**src/rtl/bv_cfg_pkg.sv**
```systemverilog
// Shared constants for the bit-vector bank configuration writer: header layout, magic, error codes, FSM states.
// Latency: n/a (definitions only).
// Backpressure: n/a.
package bv_cfg_pkg;

    localparam int NUM_RAMS   = 32;
    localparam int DATA_DEPTH = 48;
    localparam int DATA_WIDTH = 32;

    localparam int SEL_W  = 5;
    localparam int ADDR_W = 6;
    localparam int LEN_W  = 6;

    // Header word field positions
    localparam int HDR_MAGIC_LSB = 24;
    localparam int HDR_LEN_LSB   = 11;
    localparam int HDR_BASE_LSB  = 5;
    localparam int HDR_SEL_LSB   = 0;

    localparam logic [7:0] BV_CFG_MAGIC = 8'hB5;

    typedef enum logic [2:0] {
        ERR_OK         = 3'd0,
        ERR_BAD_MAGIC  = 3'd1,
        ERR_BAD_SEL    = 3'd2,
        ERR_NO_PAYLOAD = 3'd3,
        ERR_SHORT      = 3'd4,
        ERR_LONG       = 3'd5,
        ERR_ADDR_OOR   = 3'd6
    } err_e;

    typedef enum logic [1:0] {
        ST_IDLE  = 2'd0,
        ST_DATA  = 2'd1,
        ST_FLUSH = 2'd2,
        ST_DONE  = 2'd3
    } state_e;

endpackage

```
**src/rtl/bv_cfg_hdr_dec.sv**
```systemverilog
// Combinational header decode: splits sel/base/len-1 fields and flags bad magic or out-of-range bank.
// Latency: 0 cycles (pure combinational).
// Backpressure: none; caller decides when the header is consumed.
module bv_cfg_hdr_dec
    import bv_cfg_pkg::*;
(
    input  logic [DATA_WIDTH-1:0] hdr,
    output logic [SEL_W-1:0]      sel,
    output logic [ADDR_W-1:0]     base,
    output logic [LEN_W-1:0]      len_m1,
    output logic [2:0]            hdr_err
);

    localparam logic [SEL_W:0] NUM_RAMS_W = (SEL_W+1)'(NUM_RAMS);

    logic [7:0] magic;
    logic       unused_rsvd;

    assign magic       = hdr[HDR_MAGIC_LSB +: 8];
    assign len_m1      = hdr[HDR_LEN_LSB   +: LEN_W];
    assign base        = hdr[HDR_BASE_LSB  +: ADDR_W];
    assign sel         = hdr[HDR_SEL_LSB   +: SEL_W];
    // Bits between the magic and len fields carry nothing
    assign unused_rsvd = ^hdr[23:17];

    // Magic is checked before the bank index so a garbage word reports as bad magic
    always_comb begin
        hdr_err = ERR_OK;
        if (magic != BV_CFG_MAGIC)
            hdr_err = ERR_BAD_MAGIC;
        else if ({1'b0, sel} >= NUM_RAMS_W)
            hdr_err = ERR_BAD_SEL;
    end

endmodule

```
**src/rtl/bv_cfg_writer.sv**
```systemverilog
// Config stream loader: header + payload words become bank writes on the shared wr_en/sram_sel/addr_wr/din bus.
// Latency: one cycle from an accepted payload word to its wr_en strobe; back-to-back words give back-to-back writes.
// Backpressure: cfg_ready is high except for the single DONE cycle that closes each burst.
module bv_cfg_writer
    import bv_cfg_pkg::*;
(
    input  logic                  clk,
    input  logic                  rst_n,
    input  logic                  cfg_valid,
    output logic                  cfg_ready,
    input  logic [DATA_WIDTH-1:0] cfg_data,
    input  logic                  cfg_last,
    output logic                  wr_en,
    output logic [SEL_W-1:0]      sram_sel,
    output logic [ADDR_W-1:0]     addr_wr,
    output logic [DATA_WIDTH-1:0] din,
    output logic                  busy,
    output logic                  done,
    output logic [2:0]            err_code
);

    state_e            state, state_nx;
    logic [2:0]        err_nx;
    logic [SEL_W-1:0]  sel_q;
    logic [ADDR_W-1:0] base_q;
    logic [LEN_W-1:0]  len_q;
    logic [LEN_W-1:0]  cnt_q;

    logic [SEL_W-1:0]  hdr_sel;
    logic [ADDR_W-1:0] hdr_base;
    logic [LEN_W-1:0]  hdr_len;
    logic [2:0]        hdr_err;

    logic              accept;
    logic [ADDR_W:0]   wr_addr;
    logic              addr_oor;
    logic              cnt_at_len;

    bv_cfg_hdr_dec u_hdr_dec (
        .hdr     (cfg_data),
        .sel     (hdr_sel),
        .base    (hdr_base),
        .len_m1  (hdr_len),
        .hdr_err (hdr_err)
    );

    assign accept     = cfg_valid & cfg_ready;
    // One extra bit so base+counter past the bank end is caught rather than wrapped
    assign wr_addr    = {1'b0, base_q} + {1'b0, cnt_q};
    assign addr_oor   = wr_addr >= (ADDR_W+1)'(DATA_DEPTH);
    assign cnt_at_len = (cnt_q == len_q);
    assign busy       = (state != ST_IDLE);
    assign done       = (state == ST_DONE);

    // Next state and next error code; an existing nonzero error is never overwritten mid-burst
    always_comb begin
        state_nx = state;
        err_nx   = err_code;
        unique case (state)
            ST_IDLE: begin
                if (accept) begin
                    if (hdr_err != ERR_OK) begin
                        err_nx   = hdr_err;
                        state_nx = cfg_last ? ST_DONE : ST_FLUSH;
                    end else if (cfg_last) begin
                        err_nx   = ERR_NO_PAYLOAD;
                        state_nx = ST_DONE;
                    end else begin
                        err_nx   = ERR_OK;
                        state_nx = ST_DATA;
                    end
                end
            end
            ST_DATA: begin
                if (accept) begin
                    if (cnt_at_len)
                        state_nx = cfg_last ? ST_DONE : ST_FLUSH;
                    else if (cfg_last)
                        state_nx = ST_DONE;
                    if (err_code == ERR_OK) begin
                        if (addr_oor)
                            err_nx = ERR_ADDR_OOR;
                        else if (cnt_at_len && !cfg_last)
                            err_nx = ERR_LONG;
                        else if (!cnt_at_len && cfg_last)
                            err_nx = ERR_SHORT;
                    end
                end
            end
            ST_FLUSH: begin
                if (accept && cfg_last)
                    state_nx = ST_DONE;
            end
            ST_DONE: begin
                state_nx = ST_IDLE;
            end
            default: state_nx = ST_IDLE;
        endcase
    end

    // State, header latches, payload counter and the registered write-bus stage
    always_ff @(posedge clk or negedge rst_n) begin
        if (!rst_n) begin
            state     <= ST_IDLE;
            cfg_ready <= 1'b0;
            err_code  <= ERR_OK;
            sel_q     <= '0;
            base_q    <= '0;
            len_q     <= '0;
            cnt_q     <= '0;
            wr_en     <= 1'b0;
            sram_sel  <= '0;
            addr_wr   <= '0;
            din       <= '0;
        end else begin
            state     <= state_nx;
            cfg_ready <= (state_nx != ST_DONE);
            err_code  <= err_nx;
            wr_en     <= 1'b0;
            if (state == ST_IDLE && accept) begin
                sel_q  <= hdr_sel;
                base_q <= hdr_base;
                len_q  <= hdr_len;
                cnt_q  <= '0;
            end else if (state == ST_DATA && accept) begin
                cnt_q <= cnt_q + 1'b1;
            end
            // Out-of-range words are swallowed; the bus keeps its previous address/data
            if (state == ST_DATA && accept && !addr_oor) begin
                wr_en    <= 1'b1;
                sram_sel <= sel_q;
                addr_wr  <= wr_addr[ADDR_W-1:0];
                din      <= cfg_data;
            end
        end
    end

endmodule

```
**config.mk**
```make
export PLATFORM = sky130hd
export DESIGN_NAME = bv_cfg_writer
export DESIGN_NICKNAME = d
export VERILOG_FILES = /design/src/rtl/bv_cfg_pkg.sv /design/src/rtl/bv_cfg_hdr_dec.sv /design/src/rtl/bv_cfg_writer.sv
export SDC_FILE = /design/constraint.sdc
export NUM_CORES = 1
export LEC_CHECK = 0
export ABC_AREA = 0
export BUFFER_PORTS_ARGS = -buffer_cell sky130_fd_sc_hd__buf_2
export CORE_MARGIN = 3
export CORE_UTILIZATION = 48
export CTS_CLUSTER_SIZE = 24
export DETAILED_ROUTE_END_ITERATION = 10
export GPL_ROUTABILITY_DRIVEN = 0
export PLACE_DENSITY_LB_ADDON = 0.25
export SYNTH_ARGS = -nofsm -noshare
export SYNTH_HDL_FRONTEND = slang
export SYNTH_SLANG_ARGS = --single-unit
```
**constraint.sdc**
```tcl
create_clock -name clk -period 2.85 [get_ports clk]
set_input_delay 0.1425 -clock clk [delete_from_list [all_inputs] [get_ports clk]]
set_output_delay 0.1425 -clock clk [all_outputs]
set_load 0.1 [all_outputs]
```
Word level (Yosys, flattened, before mapping)
Index checks and enable logic that the tools add are counted.
Widths: inputs -> output; s select.
{ "word_totals": {"register_bits": 73, "latchBits": 0, "ramBits": 0, "mem_bits_ro": 0, "inputBits": 36, "out_inout_bits": 50, "mem_count": 0} }
{ "op_classes": {"n_addsub": 2, "n_mul": 0, "div": 0, "order_cmp": 1, "n_eq_ne": 10, "shifts": 0, "mux": 22, "n_bitwise": 1, "n_reduce_logical": 16} }
{ "op_table": {"columns": ["operator", "n"], "rows": [
  ["$mux 3", 7],
  ["$mux 2", 8],
  ["$mux 6", 2],
  ["$ne 2x2->1 const B", 4],
  ["$ne 8x8->1 const B", 1],
  ["$pmux 2 s4", 1],
  ["$add 6x6->7", 1],
  ["$ge 7x6->1 const B", 1],
  ["$add 6x1->6 const B", 1],
  ["$eq 6x6->1", 1],
  ["$logic_and 1x1->1", 6],
  ["$pmux 3 s2", 1],
  ["$reduce_bool 2->1", 3],
  ["$reduce_and 5->1", 1],
  ["$eq 2x2->1 const B", 2],
  ["$ne 4x4->1 const B", 1],
  ["$logic_not 1->1", 3],
  ["$logic_not 3->1", 1],
  ["$mux 1", 3],
  ["$reduce_bool 3->1", 1],
  ["$eq 2x1->1 const B", 1],
  ["$logic_not 2->1", 1],
  ["$and 1x1->1", 1]
]} }

Depth between registers and ports, before layout
Gate-level depths: netlist of the first run.
{ "depth": {"word_depth": 9, "mapped_depth": 8} }

By module
A second synthesis of the first run with hierarchy kept.
{ "unflattened": {"cells_unflattened": 262, "hier_area_um2": 3402.0} }
{ "modules_own_cells": {"columns": ["module", "n_inst", "cells_per_inst", "area_per_inst_um2"], "rows": [
  ["bv_cfg_writer", 1, 239, 3230.6],
  ["bv_cfg_hdr_dec", 1, 23, 171.4]
]} }

Worst setup path after synthesis of the first run
OpenSTA, ideal clock, no wires.
{ "synth_path": {"kind": "reg2reg", "from": "register cnt_q[0]", "to": "register addr_wr[0]", "arrival_time_ns": 2.513, "t_required_ns": 2.724, "setup_slack_ns": 0.210, "stages_incl_launch_ff": 9, "period_less_slack_ns": 2.640, "path_cell_list": "dfrtp_1 -> ha_1 -> fa_1 -> a21oi_1 -> o21ai_1 -> a211o_1 -> a211oi_4 -> buf_6 -> mux2_4"} }
{ "synth_via": {"elab_chain_cells": 4} }
{ "synth_lines": {"columns": ["element", "line", "rtl"], "rows": [
  ["from (decl)", "bv_cfg_writer.sv:27", "logic [LEN_W-1:0] cnt_q;"],
  ["from (signal assigned)", "bv_cfg_writer.sv:126", "cnt_q <= cnt_q + 1'b1;"],
  ["$add 6x6->7 *", "bv_cfg_writer.sv:49", "assign wr_addr = {1'b0, base_q} + {1'b0, cnt_q};"],
  ["$ge 7x6->1", "bv_cfg_writer.sv:50", "assign addr_oor = wr_addr >= (ADDR_W+1)'(DATA_DEPTH);"],
  ["$logic_not 1->1", "bv_cfg_writer.sv:129", "if (state == ST_DATA && accept && !addr_oor) begin"],
  ["$logic_and 1x1->1", "bv_cfg_writer.sv:129", null],
  ["to (signal assigned)", "bv_cfg_writer.sv:132", "addr_wr <= wr_addr[ADDR_W-1:0];"],
  ["to (decl)", "bv_cfg_writer.sv:15", "output logic [ADDR_W-1:0] addr_wr,"]
]} }
Every way passes the cells marked *; elsewhere a longest branch is shown, timed or not.
A chain may end at the register's enable or synchronous reset.

Final worst setup path of the first run
{ "layout_path": {"from": "register base_q[0]", "to": "register din[19]"} }
{ "layout_via": {"elab_chain_cells": 4} }
{ "layout_lines": {"columns": ["element", "line", "rtl"], "rows": [
  ["from (decl)", "bv_cfg_writer.sv:25", "logic [ADDR_W-1:0] base_q;"],
  ["from (signal assigned)", "bv_cfg_writer.sv:122", "base_q <= hdr_base;"],
  ["$add 6x6->7", "bv_cfg_writer.sv:49", null],
  ["$ge 7x6->1", "bv_cfg_writer.sv:50", null],
  ["$logic_not 1->1", "bv_cfg_writer.sv:129", null],
  ["$logic_and 1x1->1", "bv_cfg_writer.sv:129", null],
  ["to (signal assigned)", "bv_cfg_writer.sv:133", "din <= cfg_data;"],
  ["to (decl)", "bv_cfg_writer.sv:16", "output logic [DATA_WIDTH-1:0] din,"]
]} }
No other way between the ends.

==> metrics.txt, run 1 <==
status=completed; setup slack after layout=0.150 ns; aggregate global routing overflow=0; Fin Hold WS=0.0277 ns; Slew Viols, Final=0; largest net degree at the start of global routing=74; Syn Std Cell Area=0.00336 mm2; global-route wire length before repair=10,700 um; Total Wirelength=around 6400 um; Root Driver=clkbuf_8; FP Rows=29; # clock sinks=73; initial antenna violation count=0; Distinct cells, synth=37; maximum fanout along the worst path=25; RSZ-0062 raised after global routing=false; Final Hold Viols=0; drt drc=0; I/O pins=86; CTS tree=done; MaxCap Viol Count=0; die width=between 80 and 90 um; deepest clock path buffer count=2; synthesized area per cell=about 14 um2; HPWL after DPL=4530 um; startpoint types=flop; min Tclk post-route=2.70 ns; placed cells=416; largest cells by area after synthesis=dfrtp_1 54%, mux2_4 17%, mux2_2 7.0%; Place WS=roughly 0.15 ns; worst path required time=slightly above 3 ns; Setup CP Type=reg2reg; CTS Buf Count=9; Cells after Synth=238; Max Freq=about 370 MHz; register area=roughly 0.0018 mm2; total number of vias=between 2,000 and 2,500; Slew @ Worst Pin=around 0.90 ns; Pre-Repair DR Iteration Count=4; proportion of layout cells with a drive suffix above 1=about half; post-route ant nets=0; area grow syn2layout=24.0%; layout net count=379; normalized max-slew margin=around 40%; Seq cells post-synth=73; die area=between 0.008 and 0.009 mm2; register area share after synthesis=between 50% and 60%; Net Count, Synth=282; Wirelength per Cell=14.9 um; core area=0.00657 mm2; Fill cells=approximately 520; Synth top area share=about 54%; Clock transition at path regs=around 0.07 ns; Yosys top cell by area=dfrtp_1; ant diodes=0; Final period util=94.7%; fin cells=433; Sum Neg Setup Slack=0 ns; Overall Global Routing Usage=about 18%; Synthesis Warnings=0; Vias per Instance=5.02; vias in the first global route=approximately 2,200; Worst Hold Class=in2reg; die height=89.7 um; multi-input logic area=0.00145 mm2; setup violators final=0; htree depth=3; Initial DRC Count=166; CP endpoint kind=flop; I/O Buffers=85; Final Skew=0.0102 ns; clk_lat worst skew=~0.34 ns; Initial Utilization=51.2%; worst path arrival time=2.93 ns
-- cell families after synthesis --
family / share of synthesized area (%)
flip-flops: 54.4
AND/OR/NAND/NOR: 5.66
adder cells (fa/ha/maj): 3.20
multiplexers: 24.8
AO/OA/AOI/OAI: 7.00
XOR/XNOR: 2.61
buffers and inverters: 2.38
-- sequential cells by signal (all words and copies together), names as in the netlist --
register	flops
addr_wr	6
base_q	6
cfg_ready	1
cnt_q	6
din	32
err_code	3
len_q	6
sel_q	5
sram_sel	5
state	2
wr_en	1
-- worst max-delay path, cell delays in order, from the launching register on --
cell and delay [ns]:
dfrtp_1 0.38, ha_1 0.23, fa_1 0.40, a21oi_1 0.21, o21ai_1 0.09, a211o_1 0.36, a211oi_4 0.29, buf_12 0.25
mux2_2 0.35
-- layout by cell type (no fill, tap or decap), drive strengths merged, types with 2 or more instances in the layout --
| master | n |
|---|---|
| mux2 | 60 |
| bufinv | 3 |
| nand3 | 5 |
| inv | 7 |
| xnor2 | 7 |
| xor2 | 3 |
| nand2 | 15 |
| o21a | 3 |
| nand4 | 2 |
| a211o | 2 |
| o21bai | 3 |
| buf | 91 |
| a21oi | 8 |
| nor3 | 6 |
| o31ai | 3 |
| dfrtp | 73 |
| ha | 7 |
| o21ai | 8 |
| nor2 | 5 |
| clkbuf | 11 |
-- what timing repair did --
action                                 4_1_cts  5_1_grt
endpoints found under the hold margin       73        0
hold buffers                                 1        0
resized for setup                            0        1
buffers inserted                             0        0
setup endpoints to repair                    0        8
-- metrics by stage --
stage          util (%)  area, um2
6_report           63.4       4170
5_1_grt            63.4       4170
4_1_cts            63.4       4160
3_5_place_dp       59.5       3910
3_3_place_gp       59.5       3910
2_1_floorplan         -       3360
-- area by class of cell --
| type | instances | area share, % |
|---|---|---|
| multi-input cells | 152 | 34.9 |
| well taps | 93 | 2.79 |
| repair buffers | 92 | 12.0 |
| clock inverters | 5 | 2.46 |
| clock buffers | 11 | 3.39 |
| inverters | 7 | 0.631 |
| flip-flops and latches | 73 | 43.9 |
-- routing by layer --
layer	vias up	part of all wire, %	GRT usage [%]
met3	9	6.1	5.29
li1	1046	-	-
met5	-	0	0
met4	0	1.8	7.85
met2	63	44	26.5
met1	1057	48	23.9
-- synth_stat cells --
cell type	instances
a211o_1	2
a211oi_4	1
a21o_1	1
a21oi_1	8
a221o_1	1
a221oi_1	1
a22oi_1	1
and4bb_2	1
buf_2	1
buf_6	4
clkbuf_1	1
dfrtp_1	73
fa_1	1
ha_1	7
inv_1	7
mux2_2	21
mux2_4	39
mux2i_1	1
nand2_1	15
nand2b_1	1
nand3_1	5
nand3b_1	1
nand4_1	2
nor2_1	5
nor2b_1	1
nor3_1	6
o211ai_1	1
o21a_1	3
o21ai_0	7
o21ai_1	1
o21bai_1	3
o311ai_0	1
o31ai_1	3
or3_1	1
or3b_2	1
xnor2_1	7
xor2_1	3
-- worst paths after layout --
| kind | start | endpoint | slack [ns] | cells after the start |
|---|---|---|---|---|
| worst max-delay path | base_q[0] | din[19] | 0.15 | 8 |
| worst min-delay path | cfg_data[17] | din[17] | 0.03 | 2 |
| worst max register to register | base_q[0] | din[19] | 0.15 | 8 |
| worst min register to register | din[17] | din[17] | 0.51 | 1 |
| max in group asynchronous | rst_n | cfg_ready | 1.77 | 2 |
| min in group asynchronous | rst_n | din[23] | 0.46 | 2 |
Power of run 1 is not shown: default switching activity piles up to over one toggle a cycle in this logic, so the estimate is an artifact.
==> run 2, diff against run 1 <==
- TNS_END_PERCENT: default -> 1
- clock period: 2.85 -> 2.4 ns (I/O delays scaled with it)
==> metrics.txt, run 2 (synthesis results as in run 1) <==
die width=89.7 um; worst path required time=2.62 ns; I/O pins=86; Setup CP Type=reg2reg; most frequent cells in the layout=84 x buf_2, 73 x dfrtp_1, 41 x mux2_4; setup slack after layout=-0.0868 ns; MaxCap Viol Count=0; Overall Global Routing Usage=17.6%; aggregate global routing overflow=0; Fin Hold WS=0.0260 ns; Final period util=104%; fin cells=roughly 450; drt drc=0; Final Hold Viols=0; Pre-Repair DR Iteration Count=4; HPWL after DPL=about 4600 um; vias in the first global route=2,236; clk_lat worst skew=0.33 ns; area grow syn2layout=29.2%; status=finished with violations; Wirelength per Cell=14.6 um; initial antenna violation count=0; Worst Hold Class=in2reg; CP endpoint kind=flop; Initial DRC Count=76; Root Driver=clkbuf_8; Slew Viols, Final=0; ant diodes=0; Clock transition at path regs=0.07 ns; Slew @ Worst Pin=approximately 0.90 ns; die height=approximately 90 um; core area=0.00657 mm2; die area=0.00804 mm2; # clock sinks=73; worst path arrival time=2.71 ns; register area=0.00183 mm2; most common cell after layout, fill and taps aside=buf_2; I/O Buffers=85; Max Freq=between 400 and 500 MHz; Fill cells=509; CTS tree=done; Final Skew=0.00777 ns; Vias per Instance=5.08; htree depth=3; largest net degree at the start of global routing=74; post-route ant nets=0; placed cells=~430; setup violators final=43; failing checks=negative setup slack; Initial Utilization=51.2%; maximum fanout along the worst path=10; startpoint types=flop; normalized max-slew margin=about two fifths; CTS Buf Count=9; deepest clock path buffer count=2; layout net count=399; min Tclk post-route=2.49 ns; RSZ-0062 raised after global routing=true; multi-input logic area=0.00147 mm2; total number of vias=2,295; Largest Register=din; FP Rows=29; global-route wire length before repair=10,700 um; proportion of layout cells with a drive suffix above 1=51.3%; final core utilization=about 66%; max FFs per register=32; Total Wirelength=around 6600 um
run 2: changes by cell type in the layout (fill, tap and decap cells not counted), moves of 2 or more:
cell / previous run / this run
bufinv_16: 3 / 1
dlygate4sd3_1: 1 / 7
buf_4: 5 / 16
mux2_2: 21 / 19
mux2_4: 39 / 41
run 2: critical path, stage by stage, from the launching register on:
cell and delay [ns]:
dfrtp_1 0.39, ha_2 0.20, fa_2 0.36, a21oi_2 0.17, o21ai_1 0.09, a211o_1 0.31
a211oi_4 0.20, buf_6 0.18, buf_12 0.15, mux2_2 0.33
run 2: what timing repair did:
action / 4_1_cts / 5_1_grt
endpoints found under the setup margin: 43 / 43
gates cloned: 1 / 0
buffers inserted: 2 / 0
pin swaps: 3 / 1
hold buffers: 7 / 0
resized for setup: 9 / 0
endpoints found under the hold margin: 79 / 0
run 2: worst paths after layout:
path | startpoint | endpoint | slack (ns) | cells past startpoint
setup / recovery | cnt_q[0] | din[17] | -0.09 | 9
hold reg to reg | din[1] | din[1] | 0.51 | 1
max in group asynchronous | rst_n | din[13] | 1.35 | 2
hold / removal | cfg_data[15] | din[15] | 0.03 | 2
min in group asynchronous | rst_n | din[27] | 0.46 | 2
setup reg to reg | cnt_q[0] | din[17] | -0.09 | 9
run 2: per-layer routing:
layer	up-vias	part of all wire, %	track usage, %
met5	-	0	0
met4	0	1.5	7.98
met3	9	6.6	4.74
met2	66	45	26.9
met1	1132	47	23.4
li1	1088	-	-
run 2: cell type report:
| type | instances | share of cell area [%] |
|---|---|---|
| inverters | 7 | 0.606 |
| well taps | 93 | 2.68 |
| clock buffers | 13 | 3.66 |
| flip-flops and latches | 73 | 42.1 |
| clock inverters | 2 | 0.865 |
| multi-input cells | 152 | 33.9 |
| repair buffers | 112 | 16.2 |
run 2: through the flow:
| stage | instance area [um2] | setup WS (ns) | TNS [ns] |
|---|---|---|---|
| 2_1_floorplan | 3370 | -0.155 | -7.56 |
| 3_3_place_gp | 4000 | -0.138 | -3.50 |
| 3_5_place_dp | 4000 | -0.190 | -5.40 |
| 4_1_cts | 4340 | -0.119 | -3.60 |
| 5_1_grt | 4340 | -0.211 | -7.58 |
| 6_report | 4340 | -0.0868 | -2.38 |
Power of run 2 is left out for the same reason.
